--- config.mk ---
export PLATFORM = sky130hd
export DESIGN_NAME = csi2_packet_handler
export DESIGN_NICKNAME = d
export VERILOG_FILES = /design/src/rtl/csi2_packet_handler.sv
export SDC_FILE = /design/constraint.sdc
export NUM_CORES = 1
export LEC_CHECK = 0
export CELL_PAD_IN_SITES_DETAIL_PLACEMENT = 1
export CELL_PAD_IN_SITES_GLOBAL_PLACEMENT = 1
export CORE_UTILIZATION = 40
export CTS_CLUSTER_SIZE = 40
export DETAILED_ROUTE_END_ITERATION = 12
export GPL_TIMING_DRIVEN = 0
export PLACE_DENSITY = 0.86
export SKIP_LAST_GASP = 1
export SYNTH_ARGS = -nofsm -noshare
export SYNTH_HDL_FRONTEND = slang
export SYNTH_SLANG_ARGS = --single-unit
--- constraint.sdc ---
create_clock -name clk_i -period 7.5 [get_ports clk_i]
set_clock_uncertainty 0.2 [all_clocks]
set_input_delay 1.125 -clock clk_i [delete_from_list [all_inputs] [get_ports clk_i]]
set_output_delay 1.125 -clock clk_i [all_outputs]
set_load 0.02 [all_outputs]
--- src/rtl/csi2_packet_handler.sv ---
// CSI-2 packet-level parser: classifies headers as short/long and streams long payload with byte enables.
// Optional CRC footer consumption is enabled with the CSI2_CRC_FOOTER_EN macro.
module csi2_packet_handler (
  input  logic        clk_i,
  input  logic        rst_i,
  input  logic        valid_i,
  input  logic [31:0] data_i,
  input  logic        error_i,
  input  logic        error_corrected_i,
  output logic        short_pkt_valid_o,
  output logic [1:0]  short_pkt_v_channel_o,
  output logic [5:0]  short_pkt_data_type_o,
  output logic [15:0] short_pkt_data_field_o,
  output logic        long_pkt_header_valid_o,
  output logic [1:0]  long_pkt_v_channel_o,
  output logic [5:0]  long_pkt_data_type_o,
  output logic [15:0] long_pkt_word_cnt_o,
  output logic [31:0] long_pkt_payload_o,
  output logic        long_pkt_payload_valid_o,
  output logic [3:0]  long_pkt_payload_be_o
);

  typedef enum logic [0:0] {StIdle, StPayload} state_e;

`ifdef CSI2_CRC_FOOTER_EN
  localparam logic [16:0] FooterBytes = 17'd2;
`else
  localparam logic [16:0] FooterBytes = 17'd0;
`endif

  state_e      state_q, state_d;
  // 17 bits so WC plus footer bytes never wraps
  logic [16:0] rem_q, rem_d;

  logic        short_valid_q, short_valid_d;
  logic [1:0]  short_vc_q, short_vc_d;
  logic [5:0]  short_dt_q, short_dt_d;
  logic [15:0] short_field_q, short_field_d;
  logic        long_hdr_valid_q, long_hdr_valid_d;
  logic [1:0]  long_vc_q, long_vc_d;
  logic [5:0]  long_dt_q, long_dt_d;
  logic [15:0] long_wc_q, long_wc_d;
  logic [31:0] payload_q, payload_d;
  logic        payload_valid_q, payload_valid_d;
  logic [3:0]  payload_be_q, payload_be_d;

  logic        hdr_ok;
  logic [16:0] rem_load;
  logic [16:0] data_left;

  // Corrected ECC errors are accepted; only uncorrectable ones drop the header
  assign hdr_ok    = valid_i && !(error_i && !error_corrected_i);
  assign rem_load  = {1'b0, data_i[23:8]} + FooterBytes;
  assign data_left = (rem_q > FooterBytes) ? (rem_q - FooterBytes) : 17'd0;

  always_comb begin
    state_d          = state_q;
    rem_d            = rem_q;
    short_valid_d    = 1'b0;
    short_vc_d       = short_vc_q;
    short_dt_d       = short_dt_q;
    short_field_d    = short_field_q;
    long_hdr_valid_d = 1'b0;
    long_vc_d        = long_vc_q;
    long_dt_d        = long_dt_q;
    long_wc_d        = long_wc_q;
    payload_d        = 32'd0;
    payload_valid_d  = 1'b0;
    payload_be_d     = 4'd0;

    unique case (state_q)
      StIdle: begin
        if (hdr_ok) begin
          if (data_i[29:28] == 2'b00) begin
            short_valid_d = 1'b1;
            short_vc_d    = data_i[31:30];
            short_dt_d    = data_i[29:24];
            short_field_d = data_i[23:8];
          end else begin
            long_hdr_valid_d = 1'b1;
            long_vc_d        = data_i[31:30];
            long_dt_d        = data_i[29:24];
            long_wc_d        = data_i[23:8];
            rem_d            = rem_load;
            if (rem_load != 17'd0) state_d = StPayload;
          end
        end
      end
      StPayload: begin
        if (valid_i) begin
          if (data_left != 17'd0) begin
            payload_valid_d = 1'b1;
            payload_d       = data_i;
            if (data_left >= 17'd4) begin
              payload_be_d = 4'hF;
            end else begin
              case (data_left[1:0])
                2'd3:    payload_be_d = 4'h7;
                2'd2:    payload_be_d = 4'h3;
                2'd1:    payload_be_d = 4'h1;
                default: payload_be_d = 4'h0;
              endcase
            end
          end
          if (rem_q > 17'd4) begin
            rem_d = rem_q - 17'd4;
          end else begin
            rem_d   = 17'd0;
            state_d = StIdle;
          end
        end
      end
      default: state_d = StIdle;
    endcase
  end

  always_ff @(posedge clk_i or posedge rst_i) begin
    if (rst_i) begin
      state_q          <= StIdle;
      rem_q            <= 17'd0;
      short_valid_q    <= 1'b0;
      short_vc_q       <= 2'd0;
      short_dt_q       <= 6'd0;
      short_field_q    <= 16'd0;
      long_hdr_valid_q <= 1'b0;
      long_vc_q        <= 2'd0;
      long_dt_q        <= 6'd0;
      long_wc_q        <= 16'd0;
      payload_q        <= 32'd0;
      payload_valid_q  <= 1'b0;
      payload_be_q     <= 4'd0;
    end else begin
      state_q          <= state_d;
      rem_q            <= rem_d;
      short_valid_q    <= short_valid_d;
      short_vc_q       <= short_vc_d;
      short_dt_q       <= short_dt_d;
      short_field_q    <= short_field_d;
      long_hdr_valid_q <= long_hdr_valid_d;
      long_vc_q        <= long_vc_d;
      long_dt_q        <= long_dt_d;
      long_wc_q        <= long_wc_d;
      payload_q        <= payload_d;
      payload_valid_q  <= payload_valid_d;
      payload_be_q     <= payload_be_d;
    end
  end

  assign short_pkt_valid_o        = short_valid_q;
  assign short_pkt_v_channel_o    = short_vc_q;
  assign short_pkt_data_type_o    = short_dt_q;
  assign short_pkt_data_field_o   = short_field_q;
  assign long_pkt_header_valid_o  = long_hdr_valid_q;
  assign long_pkt_v_channel_o     = long_vc_q;
  assign long_pkt_data_type_o     = long_dt_q;
  assign long_pkt_word_cnt_o      = long_wc_q;
  assign long_pkt_payload_o       = payload_q;
  assign long_pkt_payload_valid_o = payload_valid_q;
  assign long_pkt_payload_be_o    = payload_be_q;

endmodule

# Word-level counts from Yosys, hierarchy flattened
# Cells that the tools add are included.
# W data, S select, Z words.
[classes] bitwise_logic=2 mux=29 eq_ne=6 n_lt_le_gt_ge=3 n_addsub=1 reduce_logical=10
[ops] operator="$mux W32" count=3
[ops] operator="$mux W17" count=5
[ops] operator="$pmux W17 S2" count=1
[ops] operator="$reduce_bool A17 Y1" count=2
[ops] operator="$ge A17 B3 Y1 const B" count=1
[ops] operator="$gt A17 B1 Y1 const B" count=1
[ops] operator="$gt A17 B3 Y1 const B" count=1
[ops] operator="$sub A17 B3 Y17 const B" count=1
[ops] operator="$mux W4" count=4
[ops] operator="$mux W1" count=14
[ops] operator="$pmux W3 S3" count=1
[ops] operator="$reduce_and A3 Y1" count=3
[ops] operator="$ne A2 B2 Y1 const B" count=3
[ops] operator="$eq A2 B2 Y1 const B" count=2
[ops] operator="$eq A2 B1 Y1 const B" count=1
[ops] operator="$logic_and A1 B1 Y1" count=2
[ops] operator="$logic_not A1 Y1" count=2
[ops] operator="$logic_not A2 Y1" count=1
[ops] operator="$not A1 Y1" count=2
[ops] operator="$pmux W1 S2" count=1
[word_totals] word_cells=64 out_inout_bits=87 inputBits=37 regBits=105

# Depth between registers and ports, before layout
# Gate-level depths: netlist of run 1.
[logic_depth] ltp_word=8 mapped_depth=8 depth_no_buf=7

# Worst setup path before layout of run 1
# Ideal clock, no wire load.
[synth_timing] kind="input -> register" from="input valid_i" to="register short_field_q[0], in the netlist short_pkt_data_field_o[0]" setup_time_ns=0.128 setup_slack_ns=4.747 arrival_time_ns=2.425 required_ns=7.172 stages=6 path_buffers=3 path_cell_list="clkbuf_2 -> nand2b_1 -> or4_1 -> clkbuf_1 -> clkbuf_1 -> mux2_1"
[synth_via] elab_chain_cells=2
[synth_lines] element="from (decl)" line_no="6" rtl="input logic valid_i,"
[synth_lines] element="$logic_and A1 B1 Y1" line_no="52" rtl="assign hdr_ok = valid_i && !(error_i && !error_corrected_i);"
[synth_lines] element="$reduce_and A3 Y1 (no line)"
[synth_lines] element="to (signal assigned)" line_no="138" rtl="short_field_q <= short_field_d;"
[synth_lines] element="to (decl)" line_no="38" rtl="logic [15:0] short_field_q, short_field_d;"
# No other way between the ends.
# A chain may end at the register's enable or synchronous reset.

# Final worst setup path of run 1
[layout_timing] from="input error_i" to="register short_dt_q[2], in the netlist short_pkt_data_type_o[2]"
[layout_via] elab_chain_cells=4
[layout_lines] element="from (decl)" line_no="8" rtl="input logic error_i,"
[layout_lines] element="$logic_and A1 B1 Y1" line_no="52"
[layout_lines] element="$logic_not A1 Y1" line_no="52"
[layout_lines] element="$logic_and A1 B1 Y1" line_no="52"
[layout_lines] element="$reduce_and A3 Y1 (no line)"
[layout_lines] element="to (signal assigned)" line_no="137" rtl="short_dt_q <= short_dt_d;"
[layout_lines] element="to (decl)" line_no="37" rtl="logic [5:0] short_dt_q, short_dt_d;"
# No other way between the ends.

==> run metrics, run 1 <==
run status finished, final reports clean; Hold EP short_pkt_v_channel_o[0]$_DFFE_PP0P_; fmax around 320 MHz; DR WL met3 roughly 580 um; origin of the critical flop-to-flop path rem_q[8]$_DFFE_PP0P_; PostCTS Resize Cnt 0; Multi-input gate area between 0.0015 and 0.002 mm^2; post-synthesis sequential area ratio 60.6%; vias in the first global route approximately 3.7k; M1 wire length approximately 4700 um; setup TNS 0 ns; pin count of the biggest net entering global routing 56; initial antenna violation count 0; Synth top cells by count 105 x dfrtp_1, 37 x mux2_2, 28 x nand2_1; CTS tree yes; Starting Density about 42%; Power Dens Cells around 200 mW/mm^2; routability cong. a little over 0.8; cells on worst reg2reg path 7; number of synthesized flops with an enable pin 0; Die Span X roughly 110 um; Root Buffer clkbuf_8; Synth area leader dfrtp_1; Worst slew margin approximately 57%; CTS Buf Count 9; Tcrit/Tclk final a little over two fifths; Hold Path Stages 2; GR Overflow Total 0; synth top area cells dfrtp_1 61%, mux2_2 9.6%, and2_4 4.2%, nand2_1 2.4%, and2_1 1.9%; metal2 WL 6100 um; top-area cell type share of the netlist area 60.6%; crit path time final ~3.1 ns; Unique masters post-synth 46; setup repair bufs after CTS 0; Die Span Y roughly 110 um; IO Pins roughly 120; maxcap violations 0; ys async rst share between 90% and 100%; ys flop type dfrtp_1; count of input and output buffers around 120; core area between 0.01 and 0.015 mm^2; top routing layer used met4; worst hold start short_pkt_v_channel_o[0]$_DFFE_PP0P_; number of remaining DRC errors 0; synthesized area roughly 0.0043 mm^2; Worst-Skew Late Latency between 0.3 and 0.4 ns; Via density roughly 5.2; final antenna-violating net count 0; GRT Overall Usage 23.0%; die area between 0.01 and 0.015 mm^2; Iteration-0 DRC Markers 199; Synth warnings 0; area grow syn2layout 37.3%; WP data arrival approximately 3.2 ns; final WL 11700 um; Syn Nets 379; Worst-Margin Slew approximately 0.65 ns; setup violation total in the final timing report 0; first-pass GRT wire length between 15000 and 20000 um; RSZ-0062 raised after global routing false; Final WS setup around 4.4 ns; number of iterations in the first detailed-routing pass 4; top-count cell post-synth dfrtp_1; #FFs+latches synth around 110; Clock Pin Slew Worst Setup and Hold Paths 0.09 ns; clock sink count 105; clk buf depth 2; Mean Syn Cell Area 12.8 um^2; Overall Power roughly 1.2 mW; diode count 0; Syn Inst Count roughly 340; H-tree levels 3; endpoint class of the critical path flip-flop; Final Hold Viols 0; hold-fix buffers at CTS 0; DR vias between 3k and 4k; Slew Viols, Final 0; Fill cells roughly 1.1k; r2r setup slk about 5.2 ns; net count reported at finish roughly 500; Critical Path RT roughly 7.6 ns; reg-to-reg endpoint long_pkt_payload_o[16]$_DFF_PP0_; CP Class in2reg; fraction of layout cells with a size suffix above 1 18.9%; crit path launch type primary input; detailed placement HPWL between 8000 and 9000 um; Worst VDD drop roughly 97 uV; FP Rows 37; Worst Hold Class reg2reg; pre-CTS setup slack 4.01 ns; CP Max Fanout 10; Lkg Pwr roughly 2.7 nW; FF+latch area approximately 0.0026 mm^2; wire length per cell about 19 um
-- logic make-up (layout without fill, tap and decap cells) --
kind of cell | after synthesis | after routing | synth area share [%]
AOI/OAI and AO/OA | 53 | 53 | 8.89
adders and majority gates | 3 | 3 | 0.866
buffers and inverters | 27 | 165 | 3.21
DFF | 105 | 105 | 60.6
muxes | 43 | 43 | 11.0
and+or+nand+nor | 108 | 108 | 15.4
-- routing by layer --
metal,vias up,global-route usage (%)
li1,1452,-
met1,1627,28.5
met2,96,39.0
met3,22,4.97
met4,0,9.52
met5,-,0
-- report_power, final --
group / switching (mW) / leakage (nW) / internal, mW
logic: 0.0949 / 1.24 / 0.0894
registers: 0.0273 / 1.33 / 0.594
clock network: 0.192 / 0.0998 / 0.163
total: 0.314 / 2.67 / 0.847
-- layout by cell type, fill, tap and decap left out, types with 6 or more instances in the layout --
master / n
and2_4: 21
clkbuf_1: 7
clkbuf_8: 10
and2_1: 13
clkdlybuf4s50_1: 122
nor4_1: 6
a22oi_1: 7
o21ai_0: 12
nor3_1: 8
mux2_2: 37
dfrtp_1: 105
nand2_1: 28
nor2_1: 12
inv_1: 10
a21oi_1: 7
-- state kept, by name (all words and copies together), names as in the netlist --
| register | count |
|---|---|
| long_pkt_data_type_o | 6 |
| long_pkt_header_valid_o | 1 |
| long_pkt_payload_be_o | 4 |
| long_pkt_payload_o | 32 |
| long_pkt_payload_valid_o | 1 |
| long_pkt_v_channel_o | 2 |
| long_pkt_word_cnt_o | 16 |
| rem_q | 17 |
| short_pkt_data_field_o | 16 |
| short_pkt_data_type_o | 6 |
| short_pkt_v_channel_o | 2 |
| short_pkt_valid_o | 1 |
| state_q | 1 |
-- how the worst max path moves through the flow --
stage,start,to,slack [ns],depth (start not counted)
floorplan,rst_i,long_pkt_data_type_o[0]$_DFFE_PP0P_,3.41,1
global placement,rst_i,long_pkt_word_cnt_o[8]$_DFFE_PP0P_,1.89,2
detailed placement,error_i,short_pkt_data_type_o[3]$_DFFE_PP0P_,4.01,8
CTS,error_i,short_pkt_data_type_o[2]$_DFFE_PP0P_,4.36,8
global route,error_i,short_pkt_data_type_o[2]$_DFFE_PP0P_,4.19,8
finish,error_i,short_pkt_data_type_o[2]$_DFFE_PP0P_,4.37,8
-- cell type report --
| class | count | share of cell area [%] |
|---|---|---|
| multi-input cells | 207 | 26.3 |
| clock inverters | 4 | 0.883 |
| flip-flops and latches | 105 | 44.2 |
| repair buffers | 123 | 21.0 |
| clock buffers | 11 | 2.38 |
| plain buffers | 16 | 1.64 |
| inverters | 11 | 0.736 |
| well taps | 136 | 2.86 |
-- worst max-delay path, cell delays in order --
cell	delay, ns
clkdlybuf4s50_1	0.44
nor2b_1	0.27
or4_1	0.18
clkbuf_1	0.35
clkbuf_1	0.40
inv_1	0.24
nand2_1	0.12
nand2_1	0.07
-- stage by stage --
step / util, % / hold slack, ns / instance area (um^2) / std cells
6_report: 57.1 / 0.292 / 5950 / 613
5_1_grt: 57.1 / 0.335 / 5950 / 613
3_5_place_dp: 55.2 / 0.269 / 5750 / 598
2_1_floorplan: - / 0.279 / 4330 / 339
3_3_place_gp: 55.0 / 0.261 / 5720 / 597
4_1_cts: 57.1 / 0.293 / 5950 / 613
(Power assumes the default switching activity.)
==> inputs of run 2 (changes only) <==
Settings changed: CORE_UTILIZATION 40 to 37, PLACE_DENSITY 0.86 to 0.81.
Clock period 7.5 ns to 3.15 ns, I/O delays scaled along.
==> run metrics, run 2 (synthesis results as in run 1) <==
run status finished, final reports clean; CP Max Fanout 10; clk buf depth 2; crit path time final 2.55 ns; slowest CP cell clkdlybuf4s50_1; fin util a little over half; Lkg Pwr about 2.7 nW; setup violation total in the final timing report 0; DR WL met3 about 400 um; Overall Power approximately 3.1 mW; Power Dens Cells around 510 mW/mm^2; setup repair bufs after CTS 0; routability cong. approximately 0.83; hold-fix buffers at CTS 0; RSZ-0062 raised after global routing false; area grow syn2layout 40.5%; Via density slightly above 5; Die Span X 110 um; Critical Path RT between 3 and 4 ns; Finished Cell Area 0.00609 mm^2; first-pass GRT wire length 18800 um; CP Class in2reg; Clock Pin Slew Worst Setup and Hold Paths around 0.070 ns; Seq pwr share roughly 48%; Die Span Y around 110 um; Crit path max-delay family buffers and inverters; Sw Share roughly 25%; CP max stage delay ~0.46 ns; Fill cells about 1.2k; detailed placement HPWL around 8600 um; GRT Overall Usage 20.8%; GR Overflow Total 0; pre-CTS setup slack roughly 0.29 ns; commonest non-fill, non-tap cell in the layout clkdlybuf4s50_1; clock sink count about 110; initial antenna violation count 0; critical path cell sequence clkdlybuf4s50_1, nor2b_1, or4_1, clkbuf_1, clkbuf_1, inv_1, nand2_1, nand2_1; WP data arrival ~2.6 ns; M1 wire length 4940 um; Starting Density a little under two fifths; clock group share of total power roughly two fifths; Tcrit/Tclk final 80.8%; number of flip-flops under the largest register name 32; setup TNS 0 ns; IO Pins roughly 120; Finished Layout Cells 622; fmax 393 MHz; diode count 0; vias in the first global route around 3.6k; Combinational Power Share between 10% and 20%; PostCTS Resize Cnt 0; Worst-Margin Slew roughly 0.60 ns; DR vias between 3k and 4k; Psw between 0.7 and 0.8 mW; H-tree levels 3; core area about 0.011 mm^2; cell internal pwr between 2 and 2.5 mW; fraction of layout cells with a size suffix above 1 19.2%; Worst slew margin 59.8%; Iteration-0 DRC Markers 91; maxcap violations 0; CP Buf/Inv Count 4; Slew Viols, Final 0; FP Rows 39; DP Cell Count just over 600; pin count of the biggest net entering global routing 44; CTS tree yes; Worst-Skew Late Latency between 0.3 and 0.4 ns; metal2 WL between 6000 and 7000 um; final antenna-violating net count 0; die area around 0.012 mm^2; Root Buffer clkbuf_16; crit path launch type primary input; FF+latch area ~0.0026 mm^2; Worst Hold Class reg2reg; Final WS setup roughly 0.60 ns; number of iterations in the first detailed-routing pass 6; count of input and output buffers 122; Final Hold Viols 0; endpoint class of the critical path flip-flop; net count reported at finish 514; top routing layer used met4; Placed Area 0.00578 mm^2; Min Hold Slack 0.284 ns; commonest non-fill, non-tap cells in the layout 122 x clkdlybuf4s50_1, 105 x dfrtp_1, 37 x mux2_2; final WL between 10000 and 15000 um; Multi-input gate area 0.00157 mm^2; wire length per cell about 19 um; CTS Buf Count 9; number of remaining DRC errors 0; Worst VDD drop 232 uV
[run 2: area by class of cell]
class	instances	area share, %
clock buffers	10	3.76
inverters	11	0.740
flip-flops and latches	105	43.2
well taps	143	2.94
repair buffers	124	20.7
plain buffers	16	1.60
clock inverters	6	1.36
multi-input cells	207	25.7
[run 2: path summary, 6_finish.rpt]
check,start,cells after the start,to,slack [ns]
min in group asynchronous,rst_i,2,long_pkt_payload_o[6]$_DFF_PP0_,0.32
max,error_i,8,short_pkt_data_type_o[0]$_DFFE_PP0P_,0.60
min reg2reg,short_pkt_data_type_o[3]$_DFFE_PP0P_,2,short_pkt_data_type_o[3]$_DFFE_PP0P_,0.28
min,short_pkt_data_type_o[3]$_DFFE_PP0P_,2,short_pkt_data_type_o[3]$_DFFE_PP0P_,0.28
max reg2reg,rem_q[8]$_DFFE_PP0P_,7,long_pkt_payload_o[15]$_DFF_PP0_,0.82
max in group asynchronous,rst_i,3,long_pkt_payload_o[0]$_DFF_PP0_,1.83
[run 2: power by group through the flow]
stage / clock network [mW] / registers (mW) / logic (mW)
2_1_floorplan: 0 / 1.55 / 0.172
3_3_place_gp: 0 / 1.50 / 0.419
3_5_place_dp: 0 / 1.50 / 0.443
4_1_cts: 1.21 / 1.48 / 0.445
5_1_grt: 1.27 / 1.48 / 0.477
6_report: 1.18 / 1.48 / 0.438
[run 2: worst min-delay path: stages, from the launching register on]
cell	delay [ns]
dfrtp_1	0.34
nand2_1	0.05
nand2_1	0.06
[run 2: routing by layer]
metal,GRT usage (%),vias to the layer above
li1,-,1453
met1,25.7,1652
met2,36.9,76
met3,3.76,15
met4,6.30,0
met5,0,-
==> inputs of run 3 (changes only) <==
Clock period 3.15 ns to 2.4 ns, I/O delays scaled along.
==> run metrics, run 3 (synthesis results as in run 1) <==
CP Buf/Inv Count 2; GR Overflow Total 0; crit path launch type flip-flop; Tcrit/Tclk final between 90% and 100%; CP max stage delay between 0.3 and 0.4 ns; Worst VDD drop 305 uV; pin count of the biggest net entering global routing 44; fraction of layout cells with a size suffix above 1 20.2%; clock group share of total power between 30% and 40%; Iteration-0 DRC Markers between 100 and 150; Slew Viols, Final 0; run status finished, final reports clean; CP Max Fanout 10; number of iterations in the first detailed-routing pass 6; die area approximately 0.012 mm^2; core area 0.0114 mm^2; final antenna-violating net count 0; Root Buffer clkbuf_16; detailed placement HPWL between 8000 and 9000 um; pre-CTS setup slack -0.348 ns; CTS Buf Count 9; CP most frequent cell buf_6; Finished Cell Area slightly above 0.006 mm^2; count of input and output buffers about 120; FF+latch area 0.00263 mm^2; clk buf depth 2; Combinational Power Share ~14%; initial antenna violation count 0; DP Cell Count 606; setup violation total in the final timing report 0; net count reported at finish ~500; endpoint class of the critical path flip-flop; Placed Area 0.00578 mm^2; DR vias ~3.2k; area grow syn2layout 40.9%; slowest CP cell dfrtp_1; Via density approximately 5.2; Multi-input gate area between 0.0015 and 0.002 mm^2; fin util ~53%; Worst Hold Class in2reg; diode count 0; Seq pwr share a little under half; hold-fix buffers at CTS 0; WP data arrival around 2.3 ns; vias in the first global route roughly 3.6k; GRT Overall Usage between 20% and 30%; Worst slew margin roughly three fifths; Worst-Skew Late Latency 0.35 ns; CTS tree yes; CP Class reg2reg; Final WS setup 0.0979 ns; Power Dens Cells 666 mW/mm^2; Crit path max-delay family simple AND/OR/NAND/NOR gates; commonest non-fill, non-tap cells in the layout 122 x clkdlybuf4s50_1, 105 x dfrtp_1, 37 x mux2_2; Sw Share about a quarter; Lkg Pwr 2.74 nW; crit path time final ~2.3 ns; Clock Pin Slew Worst Setup and Hold Paths 0.07 ns; Fill cells about 1.2k; routability cong. about 0.83; Starting Density ~38%; cell internal pwr between 3 and 4 mW; Worst-Margin Slew approximately 0.58 ns; Critical Path RT between 2 and 2.5 ns; number of remaining DRC errors 0; IO Pins roughly 120; final WL approximately 12000 um; FP Rows 39; number of flip-flops under the largest register name 32; clock sink count around 110; H-tree levels 3; commonest non-fill, non-tap cell in the layout clkdlybuf4s50_1; Die Span Y 110 um; fmax approximately 430 MHz; first-pass GRT wire length around 19000 um; Psw around 1.0 mW; maxcap violations 0; Final Hold Viols 0; Finished Layout Cells roughly 620; wire length per cell approximately 19 um; Die Span X around 110 um; critical path cell sequence buf_6, nor4_4, nand3_2, nand3b_4, o211a_4, buf_6, and2_1
==> run 3: cell count changes in the layout (fill, tap and decap cells not counted) <==
cell / change
buf_4: +2
clkbuf_2: +3
clkbuf_1: -4
==> run 3: routing by layer <==
| metal | GRT usage (%) | part of all wire, % |
|---|---|---|
| met5 | 0 | 0 |
| met4 | 6.30 | 1.1 |
| met2 | 36.9 | 54 |
| met3 | 3.76 | 3.4 |
| met1 | 25.7 | 42 |
==> run 3: path summary, 6_finish.rpt <==
check | startpoint | endpoint | slack (ns) | depth (start not counted)
min in group asynchronous | rst_i | long_pkt_payload_o[6]$_DFF_PP0_ | 0.21 | 2
min reg2reg | short_pkt_data_type_o[3]$_DFFE_PP0P_ | short_pkt_data_type_o[3]$_DFFE_PP0P_ | 0.28 | 2
max | rem_q[8]$_DFFE_PP0P_ | long_pkt_payload_o[13]$_DFF_PP0_ | 0.1 | 7
min | valid_i | long_pkt_payload_valid_o$_DFF_PP0_ | 0.19 | 2
max in group asynchronous | rst_i | long_pkt_payload_o[0]$_DFF_PP0_ | 1.20 | 3
max reg2reg | rem_q[8]$_DFFE_PP0P_ | long_pkt_payload_o[13]$_DFF_PP0_ | 0.1 | 7
==> run 3: area by class of cell <==
class	instances	area share (%)
Tap cell	143	2.93
Multi-Input combinational cell	207	25.7
Inverter	11	0.738
Timing Repair Buffer	126	20.9
Buffer	15	1.60
Sequential cell	105	43.1
Clock buffer	10	3.75
Clock inverter	6	1.35
==> run 3: power groups by stage <==
stage,registers [mW],logic (mW),clock network [mW]
global route,1.95,0.626,1.66
finish,1.94,0.575,1.56
detailed placement,1.97,0.581,0
global placement,1.96,0.550,0
floorplan,2.03,0.225,0
CTS,1.94,0.584,1.59
==> run 3: worst reg2reg max path: cells and delay by family, from the launching register on <==
| family | cells | cell delay, ns |
|---|---|---|
| AND/OR/NAND/NOR | 4 | 0.98 |
| flip-flops | 1 | 0.38 |
| AO/OA/AOI/OAI | 1 | 0.34 |
| buffers and inverters | 2 | 0.30 |
==> run 3: repair_timing <==
| item | 4_1_cts | 5_1_grt |
|---|---|---|
| pin swaps | 0 | 1 |
| setup buffers | 0 | 2 |
| endpoints found under the setup margin | 6 | 36 |
| gates resized for setup | 1 | 4 |
==> run 3: metrics by stage <==
stage / total power [mW] / hold WS (ns) / TNS (ns)
floorplan: 2.26 / 0.265 / 0
global route: 4.24 / 0.194 / -0.00122
finish: 4.07 / 0.189 / 0
CTS: 4.11 / 0.164 / 0
global placement: 2.51 / 0.260 / -54.58
detailed placement: 2.55 / 0.276 / -9.73
